[src/rtl/vector_issue_queue.sv]
// vector_issue_queue
// Buffers 32-bit vector instructions from the host interface and issues them
// one at a time to the combinational decoder. Issue is held while a
// multi-cycle operation (load, store, floating point) is executing, and
// released by a one-cycle exec_done pulse. FIFO status and a wrapping issue
// counter are exposed for host polling.

module vector_issue_queue #(
   parameter int DEPTH = 8,
   parameter int CNT_W = 16
) (
   input  logic                     clk,
   input  logic                     reset,
   input  logic [31:0]              in_instr,
   input  logic                     in_valid,
   output logic                     in_ready,
   input  logic                     stall,
   input  logic                     exec_done,
   input  logic                     flush,
   output logic [31:0]              instruction,
   output logic                     instruction_valid,
   output logic [$clog2(DEPTH):0]   count,
   output logic                     full,
   output logic                     empty,
   output logic                     busy,
   output logic [CNT_W-1:0]         issued_count
);

   localparam int PTR_W = $clog2(DEPTH);
   localparam logic [PTR_W:0] DEPTH_CNT = DEPTH[PTR_W:0];

   // Opcodes (instr[31:27]) that occupy the datapath for several cycles:
   // VLOAD, VSTORE, VFADD, VFSUB, VFMUL.
   localparam int            NUM_MC = 5;
   localparam logic [24:0]   MC_OPS = {5'b00000, 5'b00001, 5'b00111, 5'b10000, 5'b01000};

   typedef enum logic [1:0] {
      S_IDLE  = 2'd0,
      S_ISSUE = 2'd1,
      S_WAIT  = 2'd2
   } state_t;

   // ------------------------------------------------------------------
   // Storage and state
   // ------------------------------------------------------------------
   logic [31:0]       mem [DEPTH];
   logic [PTR_W-1:0]  wr_ptr_reg;
   logic [PTR_W-1:0]  rd_ptr_reg;
   logic [PTR_W:0]    count_reg;
   logic [PTR_W:0]    count_next;

   state_t            state_reg;
   logic [31:0]       instruction_reg;
   logic              valid_reg;
   logic              busy_reg;
   logic [CNT_W-1:0]  issued_count_reg;

   logic              push;
   logic              pop;
   logic              can_issue;
   logic              issued_is_mc;
   logic [NUM_MC-1:0] mc_match;
   logic [31:0]       head;

   // ------------------------------------------------------------------
   // Status and handshake
   // ------------------------------------------------------------------
   assign full      = (count_reg == DEPTH_CNT);
   assign empty     = (count_reg == '0);
   assign in_ready  = !full && !flush && !reset;
   assign push      = in_valid && in_ready;
   assign can_issue = !empty && !stall;

   // Head is read asynchronously so the issue edge can register it directly;
   // otherwise a registered read would add a cycle to every issue.
   assign head = mem[rd_ptr_reg];

   // Classify the word currently presented to the decoder.
   generate
      for (genvar gi = 0; gi < NUM_MC; gi++) begin : g_mc
         assign mc_match[gi] = (instruction_reg[31:27] == MC_OPS[gi*5 +: 5]);
      end
   endgenerate
   assign issued_is_mc = |mc_match;

   // Decide whether the head is popped and issued this cycle.
   always_comb begin
      pop = 1'b0;
      case (state_reg)
         S_IDLE:  pop = can_issue;
         S_ISSUE: pop = can_issue && !issued_is_mc;
         default: pop = 1'b0;
      endcase
      if (flush) begin
         pop = 1'b0;
      end
   end

   // Occupancy update; a push is never accepted while full, so a same-cycle
   // pop cannot make room for it.
   always_comb begin
      count_next = count_reg;
      case ({push, pop})
         2'b10:   count_next = count_reg + 1'b1;
         2'b01:   count_next = count_reg - 1'b1;
         default: count_next = count_reg;
      endcase
   end

   // FIFO storage write; contents need no reset since pointers gate them.
   always_ff @(posedge clk) begin
      if (push) begin
         mem[wr_ptr_reg] <= in_instr;
      end
   end

   // FIFO pointers and occupancy; pointers wrap naturally at DEPTH.
   always_ff @(posedge clk or posedge reset) begin
      if (reset) begin
         wr_ptr_reg <= '0;
         rd_ptr_reg <= '0;
         count_reg  <= '0;
      end else if (flush) begin
         wr_ptr_reg <= '0;
         rd_ptr_reg <= '0;
         count_reg  <= '0;
      end else begin
         if (push) begin
            wr_ptr_reg <= wr_ptr_reg + 1'b1;
         end
         if (pop) begin
            rd_ptr_reg <= rd_ptr_reg + 1'b1;
         end
         count_reg <= count_next;
      end
   end

   // Issue FSM: registers the popped word, pulses valid, and parks in WAIT
   // after a multi-cycle op until exec_done. Flush leaves issued_count alone.
   always_ff @(posedge clk or posedge reset) begin
      if (reset) begin
         state_reg        <= S_IDLE;
         instruction_reg  <= '0;
         valid_reg        <= 1'b0;
         busy_reg         <= 1'b0;
         issued_count_reg <= '0;
      end else if (flush) begin
         state_reg <= S_IDLE;
         valid_reg <= 1'b0;
         busy_reg  <= 1'b0;
      end else begin
         case (state_reg)
            S_IDLE: begin
               busy_reg <= 1'b0;
               if (pop) begin
                  instruction_reg  <= head;
                  valid_reg        <= 1'b1;
                  issued_count_reg <= issued_count_reg + 1'b1;
                  state_reg        <= S_ISSUE;
               end else begin
                  valid_reg <= 1'b0;
               end
            end
            S_ISSUE: begin
               if (issued_is_mc) begin
                  valid_reg <= 1'b0;
                  busy_reg  <= 1'b1;
                  state_reg <= S_WAIT;
               end else if (pop) begin
                  instruction_reg  <= head;
                  valid_reg        <= 1'b1;
                  issued_count_reg <= issued_count_reg + 1'b1;
               end else begin
                  valid_reg <= 1'b0;
                  state_reg <= S_IDLE;
               end
            end
            S_WAIT: begin
               valid_reg <= 1'b0;
               if (exec_done) begin
                  busy_reg  <= 1'b0;
                  state_reg <= S_IDLE;
               end
            end
            default: begin
               valid_reg <= 1'b0;
               busy_reg  <= 1'b0;
               state_reg <= S_IDLE;
            end
         endcase
      end
   end

   assign instruction       = instruction_reg;
   assign instruction_valid = valid_reg;
   assign count             = count_reg;
   assign busy              = busy_reg;
   assign issued_count      = issued_count_reg;

endmodule

[config.mk]
export PLATFORM = sky130hd
export DESIGN_NAME = vector_issue_queue
export DESIGN_NICKNAME = d
export VERILOG_FILES = /design/src/rtl/vector_issue_queue.sv
export SDC_FILE = /design/constraint.sdc
export NUM_CORES = 1
export LEC_CHECK = 0
export CAP_MARGIN = 20
export CORE_MARGIN = 10
export CORE_UTILIZATION = 55
export CTS_CLUSTER_DIAMETER = 150
export CTS_CLUSTER_SIZE = 14
export DETAILED_ROUTE_END_ITERATION = 7
export HOLD_SLACK_MARGIN = 0.15
export PLACE_DENSITY = 0.76
export SYNTH_ARGS = -nofsm -noshare
export SYNTH_HDL_FRONTEND = slang
export SYNTH_SLANG_ARGS = --single-unit
[constraint.sdc]
create_clock -name clk -period 12.2 [get_ports clk]
set_input_delay 1.83 -clock clk [delete_from_list [all_inputs] [get_ports clk]]
set_output_delay 1.83 -clock clk [all_outputs]
set_load 0.03 [all_outputs]
==> run_summary.xml, run 1 <==
<?xml version="1.0" encoding="UTF-8"?>
<metrics>
  <group name="logic_synthesis">
    <metric name="synth.avg_cell_area" unit="sq um">19.6</metric>
    <metric name="postSynth.asyncResetShare" unit="%">19.5</metric>
    <metric name="syn-cell-area" unit="sq um">12500</metric>
    <metric name="synth_edf_count" unit="">256</metric>
    <metric name="syn_nets" unit="">682</metric>
    <metric name="synth_seq_cells" unit="">318</metric>
    <metric name="synth_warnings" unit="">0</metric>
    <metric name="synth-main-ff-cell" unit="">edfxtp_1</metric>
    <metric name="netlist_instances" unit="">638</metric>
    <metric name="post_synth_num_cell_types" unit="">50</metric>
    <metric name="synth.yosys.seq_area_share" unit="%">73.9</metric>
  </group>
  <group name="floorplanning">
    <metric name="fp.dieW" unit="um">171</metric>
    <metric name="floorplan.core_area" unit="sq um">22500</metric>
    <metric name="placementRows" unit="">55</metric>
    <metric name="i_o_pin_count" unit="">95</metric>
    <metric name="die_h" unit="um">171</metric>
    <metric name="die_area" unit="sq um">29200</metric>
    <metric name="start_util" unit="%">55.6</metric>
  </group>
  <group name="placed_design">
    <metric name="port-buffer-count" unit="">94</metric>
    <metric name="dp_worst_setup_slack" unit="ns">6.82</metric>
    <metric name="placed_cell_area" unit="sq um">13800</metric>
    <metric name="place.detailed.hpwl" unit="mm">14.3</metric>
    <metric name="rd_place_congestion" unit="">0.767</metric>
    <metric name="dp.cells" unit="">999</metric>
  </group>
  <group name="layout">
    <metric name="drive_above_1_share" unit="%">21.9</metric>
    <metric name="layout.nets" unit="">788</metric>
    <metric name="largest_register_ff_count" unit="">256</metric>
    <metric name="area_growth_syn_to_layout" unit="%">16.8</metric>
    <metric name="layout_commonest_cell" unit="">edfxtp_1</metric>
    <metric name="finish.instance_area" unit="sq um">14600</metric>
    <metric name="antennaDiodeCount" unit="">0</metric>
    <metric name="stdcell_count" unit="">1049</metric>
    <metric name="mostFrequentLayoutCells" unit="">edfxtp_1 (256), clkdlybuf4s50_1 (94), mux4_2 (64)</metric>
  </group>
  <group name="cts">
    <metric name="cts_inserted_buffers" unit="">26</metric>
    <metric name="cts.sink_count" unit="">318</metric>
    <metric name="cts-root-to-sink-buffers" unit="">3</metric>
    <metric name="clkSlewWorstSetupHoldPaths" unit="ns">0.07</metric>
    <metric name="post_cts_buffers" unit="">0</metric>
    <metric name="cts.hold.buffers_added" unit="">0</metric>
    <metric name="post_cts.resized_instances" unit="">0</metric>
    <metric name="clock_tree_from_tritoncts" unit="">built</metric>
    <metric name="root_buffer" unit="">clkbuf_16</metric>
    <metric name="clock_insertion_delay_worst_skew" unit="ns">0.53</metric>
    <metric name="htree_num_levels" unit="">1</metric>
  </group>
  <group name="detailed_routing">
    <metric name="ant_nets" unit="">0</metric>
    <metric name="route.vias.total" unit="">6168</metric>
    <metric name="detail_route.wirelength" unit="mm">24.5</metric>
    <metric name="drcViolationCount" unit="">0</metric>
    <metric name="detailedRoute.firstIterationViolations" unit="">463</metric>
    <metric name="routed_wire_length_per_instance" unit="um">23.3</metric>
    <metric name="route.detailed.vias_per_inst" unit="">5.88</metric>
    <metric name="drtPass1Iterations" unit="">5</metric>
  </group>
  <group name="global_routing">
    <metric name="grt_start_max_net_pins" unit="">67</metric>
    <metric name="globalRouteTotalUtil" unit="%">16.9</metric>
    <metric name="antenna_found_initial" unit="">0</metric>
    <metric name="grt_pass1_wl" unit="mm">38.2</metric>
    <metric name="grt_pass1_vias" unit="">6708</metric>
    <metric name="global_route.overflow_total" unit="">0</metric>
  </group>
  <group name="timing">
    <metric name="final_hold_viol_count" unit="">0</metric>
    <metric name="skew" unit="ns">0.0146</metric>
    <metric name="min_period_over_period" unit="%">44.2</metric>
    <metric name="rsz0062_at_grt" unit="">false</metric>
    <metric name="period_needed" unit="ns">5.40</metric>
    <metric name="setup_ws" unit="ns">6.80</metric>
    <metric name="timing.final.setup_violations" unit="">0</metric>
    <metric name="setup-tns-final" unit="ns">0</metric>
    <metric name="max_slew.worst_pin.slew" unit="ns">1.07</metric>
    <metric name="timing.slew.headroom" unit="%">28.8</metric>
    <metric name="final_number_of_max_transition_violations" unit="">0</metric>
    <metric name="achievable-frequency" unit="GHz">0.185</metric>
  </group>
  <group name="worst_setup_path">
    <metric name="setup.worst_path.class" unit="">in -&gt; out</metric>
    <metric name="critical_path_required" unit="ns">10.37</metric>
    <metric name="worst_path_arrival_time" unit="ns">3.57</metric>
    <metric name="critical_path_peak_fanout" unit="">17</metric>
    <metric name="worst_setup_path_start_kind" unit="">input pin</metric>
    <metric name="worst_r2r_path_depth" unit="">9</metric>
    <metric name="setup.worst_path.end_class" unit="">primary output</metric>
  </group>
  <group name="pwr">
    <metric name="p_leak" unit="nW">4.77</metric>
    <metric name="ir_drop_worst_case_vdd" unit="mV">0.119</metric>
    <metric name="total_power_divided_by_cell_area" unit="nW/um^2">200</metric>
  </group>
  <group name="run_status">
    <metric name="outcome" unit="">complete, no violations</metric>
  </group>
  <group name="min_path">
    <metric name="min_path_type" unit="">reg -&gt; reg</metric>
    <metric name="holdPathStages" unit="">1</metric>
  </group>
  <group name="flow_run">
    <metric name="timing.max_cap.violations" unit="">0</metric>
  </group>
</metrics>
## path summary, 6_finish.rpt
check / endpoint / from / slack (ns)
setup / recovery: in_ready / flush / 6.80
hold reg to reg: issued_count[15] / issued_count[15] / 0.49
min in group asynchronous: instruction[25] / reset / 1.69
max in group asynchronous: rd_ptr_reg[0] / reset / 9.40
setup reg to reg: count[3] / count[1] / 8.82
hold / removal: issued_count[15] / issued_count[15] / 0.49
## per-stage QoR
step	hold slack (ns)	utilization, %	power, mW
6_report	0.486	64.9	2.92
5_1_grt	0.503	64.9	3.06
4_1_cts	0.495	64.7	2.95
3_5_place_dp	0.486	61.3	2.17
3_3_place_gp	0.460	61.2	2.14
2_1_floorplan	0.555	-	1.91
## per-layer routing
layer  share of wire, %  track usage [%]  up-vias  wire [um]
li1                   -                -     2731          -
met4                1.5             3.59        0        369
met3                6.2             3.23       28       1530
met2                 51             29.2      194      12500
met1                 41             21.9     3215      10100
met5                  0                0        -          0
## final cells by class
type / count / area, sq um
Sequential cell: 318 / 9250
Fill cell: 1522 / 7900
Multi-Input combinational cell: 282 / 3100
Timing Repair Buffer: 110 / 1100
Clock buffer: 47 / 751
Tap cell: 285 / 357
Clock inverter: 1 / 30.0
Inverter: 6 / 25.0
## cell usage after synthesis, types with 2 or more instances
cell type	number	area, sq um
edfxtp_1	256	7690
mux4_2	64	1440
dfrtp_1	62	1550
mux2i_1	34	340
nor2_1	32	120
a21oi_2	27	236
nand2_1	17	63.8
nand3_1	13	65.1
xnor2_1	13	114
clkbuf_1	12	45.0
buf_2	10	50.1
nor2_4	10	113
nor3_1	9	45.0
o21ai_0	9	45.0
xor2_1	7	61.3
a21oi_1	5	25.0
buf_6	5	56.3
ha_1	5	62.6
inv_1	5	18.8
nand4_1	5	31.3
and3_1	3	18.8
nor3b_1	3	22.5
buf_1	2	7.51
buf_4	2	15.0
nor4b_2	2	30.0
or3_1	2	12.5
## worst max-delay path, cell delays in order
cell and delay [ns]:
clkdlybuf4s50_1 0.72, nor3_1 0.30, clkdlybuf4s50_1 0.71
## power by group
group	internal, mW	switching [mW]	leakage, nW	total (mW)
logic	0.361	0.421	1.34	0.782
clock network	0.435	0.354	0.370	0.788
registers	1.25	0.0993	3.07	1.35
## cell families (layout without fill, tap and decap cells)
family | count (synthesis) | in the layout | share of synthesized area [%]
simple gates | 109 | 109 | 5.01
compound gates | 47 | 47 | 2.93
buf+inv | 38 | 164 | 1.71
mux | 99 | 99 | 14.3
flops | 318 | 318 | 73.9
xor+xnor | 20 | 20 | 1.40
fa+ha+maj | 7 | 7 | 0.740
Note: power is estimated with default switching activity, not from simulation.
==> run 2: changes to the inputs <==
--- a/config.mk
+++ b/config.mk
@@ -7,12 +7,12 @@
 export LEC_CHECK = 0
 export CAP_MARGIN = 20
 export CORE_MARGIN = 10
-export CORE_UTILIZATION = 55
+export CORE_UTILIZATION = 52
 export CTS_CLUSTER_DIAMETER = 150
 export CTS_CLUSTER_SIZE = 14
 export DETAILED_ROUTE_END_ITERATION = 7
 export HOLD_SLACK_MARGIN = 0.15
-export PLACE_DENSITY = 0.76
+export PLACE_DENSITY = 0.75
 export SYNTH_ARGS = -nofsm -noshare
 export SYNTH_HDL_FRONTEND = slang
 export SYNTH_SLANG_ARGS = --single-unit
==> constraint.sdc (replaced) <==
create_clock -name clk -period 4.9 [get_ports clk]
set_input_delay 0.735 -clock clk [delete_from_list [all_inputs] [get_ports clk]]
set_output_delay 0.735 -clock clk [all_outputs]
set_load 0.03 [all_outputs]
==> run 2 against run 1 <==
Cell area rose by 0.30%. Core utilization decreased by 2.7 points. Via count up 0.45%. Final cell count up 3.3%. Global-route usage fell by 0.87 points. Die area up 5.1%. Combinational power is 140% higher. Clock-buffer cell count shrank 1. Largest power group unchanged. Critical path depth increased by 5. Routed wire length shrank 1.1%.
==> run_summary.xml, run 2 (synthesis gave the netlist of run 1 again) <==
<?xml version="1.0" encoding="UTF-8"?>
<metrics>
  <group name="run_status">
    <metric name="outcome" unit="">complete, no violations</metric>
  </group>
  <group name="cts">
    <metric name="clock_tree_from_tritoncts" unit="">built</metric>
    <metric name="root_buffer" unit="">clkbuf_16</metric>
    <metric name="cts.sink_count" unit="">318</metric>
    <metric name="cts-root-to-sink-buffers" unit="">3</metric>
    <metric name="htree_num_levels" unit="">1</metric>
    <metric name="cts_inserted_buffers" unit="">26</metric>
    <metric name="post_cts.resized_instances" unit="">0</metric>
    <metric name="post_cts_buffers" unit="">0</metric>
    <metric name="clock_insertion_delay_worst_skew" unit="ns">0.55</metric>
    <metric name="clkSlewWorstSetupHoldPaths" unit="ns">0.07</metric>
    <metric name="cts.hold.buffers_added" unit="">0</metric>
  </group>
  <group name="worst_setup_path">
    <metric name="cpPeakStageDelay" unit="ns">0.78</metric>
    <metric name="setup.worst_path.class" unit="">in -&gt; reg</metric>
    <metric name="worst_setup_path_start_kind" unit="">input pin</metric>
    <metric name="crit_slowest_cell" unit="">or3_1</metric>
    <metric name="critical_path_peak_fanout" unit="">19</metric>
    <metric name="worst_path_arrival_time" unit="ns">3.76</metric>
    <metric name="setup.worst_path.end_class" unit="">flip-flop</metric>
    <metric name="critical_path_required" unit="ns">5.32</metric>
    <metric name="crit_chain" unit="">clkdlybuf4s50_1 -&gt; or3_1 -&gt; nor2_1 -&gt; ha_1 -&gt; a21o_1 -&gt; a21oi_1 -&gt; mux2i_1 -&gt; mux2_1</metric>
  </group>
  <group name="pwr">
    <metric name="p_leak" unit="nW">4.77</metric>
    <metric name="total_power_divided_by_cell_area" unit="nW/um^2">496</metric>
    <metric name="ir_drop_worst_case_vdd" unit="mV">0.451</metric>
  </group>
  <group name="global_routing">
    <metric name="grt_start_max_net_pins" unit="">50</metric>
    <metric name="globalRouteTotalUtil" unit="%">16.1</metric>
    <metric name="grt_pass1_vias" unit="">6591</metric>
    <metric name="grt_pass1_wl" unit="mm">38.8</metric>
    <metric name="antenna_found_initial" unit="">2</metric>
    <metric name="global_route.overflow_total" unit="">0</metric>
  </group>
  <group name="timing">
    <metric name="timing.slew.headroom" unit="%">27.5</metric>
    <metric name="final_hold_viol_count" unit="">0</metric>
    <metric name="period_needed" unit="ns">3.34</metric>
    <metric name="max_slew.worst_pin.slew" unit="ns">1.09</metric>
    <metric name="skew" unit="ns">0.0150</metric>
    <metric name="min_period_over_period" unit="%">68.3</metric>
    <metric name="timing.hold.ws" unit="ns">0.477</metric>
    <metric name="final_number_of_max_transition_violations" unit="">0</metric>
    <metric name="achievable-frequency" unit="GHz">0.299</metric>
    <metric name="setup-tns-final" unit="ns">0</metric>
    <metric name="setup_ws" unit="ns">1.56</metric>
    <metric name="rsz0062_at_grt" unit="">false</metric>
    <metric name="timing.final.setup_violations" unit="">0</metric>
  </group>
  <group name="layout">
    <metric name="layout_commonest_cell" unit="">edfxtp_1</metric>
    <metric name="largest_register_ff_count" unit="">256</metric>
    <metric name="layout.nets" unit="">788</metric>
    <metric name="area_growth_syn_to_layout" unit="%">17.1</metric>
    <metric name="drive_above_1_share" unit="%">21.9</metric>
    <metric name="finalCoreUtilization" unit="%">62.2</metric>
    <metric name="mostFrequentLayoutCells" unit="">edfxtp_1 (256), clkdlybuf4s50_1 (94), mux4_2 (64)</metric>
  </group>
  <group name="detailed_routing">
    <metric name="routed_wire_length_per_instance" unit="um">22.3</metric>
    <metric name="drtPass1Iterations" unit="">6</metric>
    <metric name="drcViolationCount" unit="">0</metric>
    <metric name="route.detailed.vias_per_inst" unit="">5.72</metric>
    <metric name="ant_nets" unit="">0</metric>
    <metric name="detailedRoute.firstIterationViolations" unit="">520</metric>
    <metric name="detail_route.wirelength" unit="mm">24.2</metric>
    <metric name="route.vias.total" unit="">6196</metric>
  </group>
  <group name="placed_design">
    <metric name="dp_worst_setup_slack" unit="ns">0.993</metric>
    <metric name="port-buffer-count" unit="">94</metric>
    <metric name="place.detailed.hpwl" unit="mm">14.1</metric>
    <metric name="rd_place_congestion" unit="">0.829</metric>
  </group>
  <group name="min_path">
    <metric name="min_path_type" unit="">reg -&gt; reg</metric>
  </group>
  <group name="floorplanning">
    <metric name="die_area" unit="sq um">30700</metric>
    <metric name="placementRows" unit="">56</metric>
    <metric name="i_o_pin_count" unit="">95</metric>
    <metric name="start_util" unit="%">53.1</metric>
    <metric name="fp.dieW" unit="um">175</metric>
    <metric name="die_h" unit="um">175</metric>
    <metric name="floorplan.core_area" unit="sq um">23500</metric>
  </group>
  <group name="flow_run">
    <metric name="timing.max_cap.violations" unit="">0</metric>
  </group>
</metrics>
[run 2: layout make-up]
class / instances / area, sq um
Clock inverter: 2 / 60.1
Timing Repair Buffer: 110 / 1070
Sequential cell: 318 / 9250
Fill cell: 1699 / 8890
Inverter: 6 / 25.0
Clock buffer: 46 / 726
Tap cell: 319 / 399
Multi-Input combinational cell: 282 / 3120
Antenna cell: 1 / 2.50
[run 2: path summary, 6_finish.rpt]
path	startpoint	end	slack (ns)	cells after the start
worst max-delay path	flush	count[3]	1.56	8
worst min-delay path	issued_count[15]	issued_count[15]	0.48	1
worst max register to register	count[1]	count[3]	1.60	9
worst min register to register	issued_count[15]	issued_count[15]	0.48	1
max in group asynchronous	reset	issued_count[9]	3.14	3
min in group asynchronous	reset	instruction[10]	0.80	2
[run 2: stage by stage]
stage	instances	area [sq um]	power [mW]
5_1_grt	1083	14600	7.62
4_1_cts	1083	14600	7.36
2_1_floorplan	638	12500	4.77
6_report	1084	14600	7.27
3_5_place_dp	1035	13900	5.41
3_3_place_gp	1034	13800	5.35
[run 2: per-layer routing]
metal | vias up | GRT usage (%) | part of all wire [%]
li1 | 2736 | - | -
met2 | 215 | 25.9 | 49
met5 | - | 0 | 0.054
met1 | 3205 | 21.9 | 42
met3 | 38 | 3.69 | 6.9
met4 | 2 | 3.64 | 2.0
[run 2: worst max-delay path, delay by kind of cell]
kind / cells / cell delay [ns]
buffers and inverters: 1 / 0.72
adder cells (fa/ha/maj): 1 / 0.28
AND/OR/NAND/NOR: 2 / 1.11
AO/OA/AOI/OAI: 2 / 0.36
multiplexers: 2 / 0.56
[run 2: power breakdown]
group	total (mW)	switching, mW	internal [mW]
Clock	1.95	0.887	1.06
Sequential	3.42	0.299	3.12
Combinational	1.91	1.00	0.905
Total	7.27	2.19	5.09
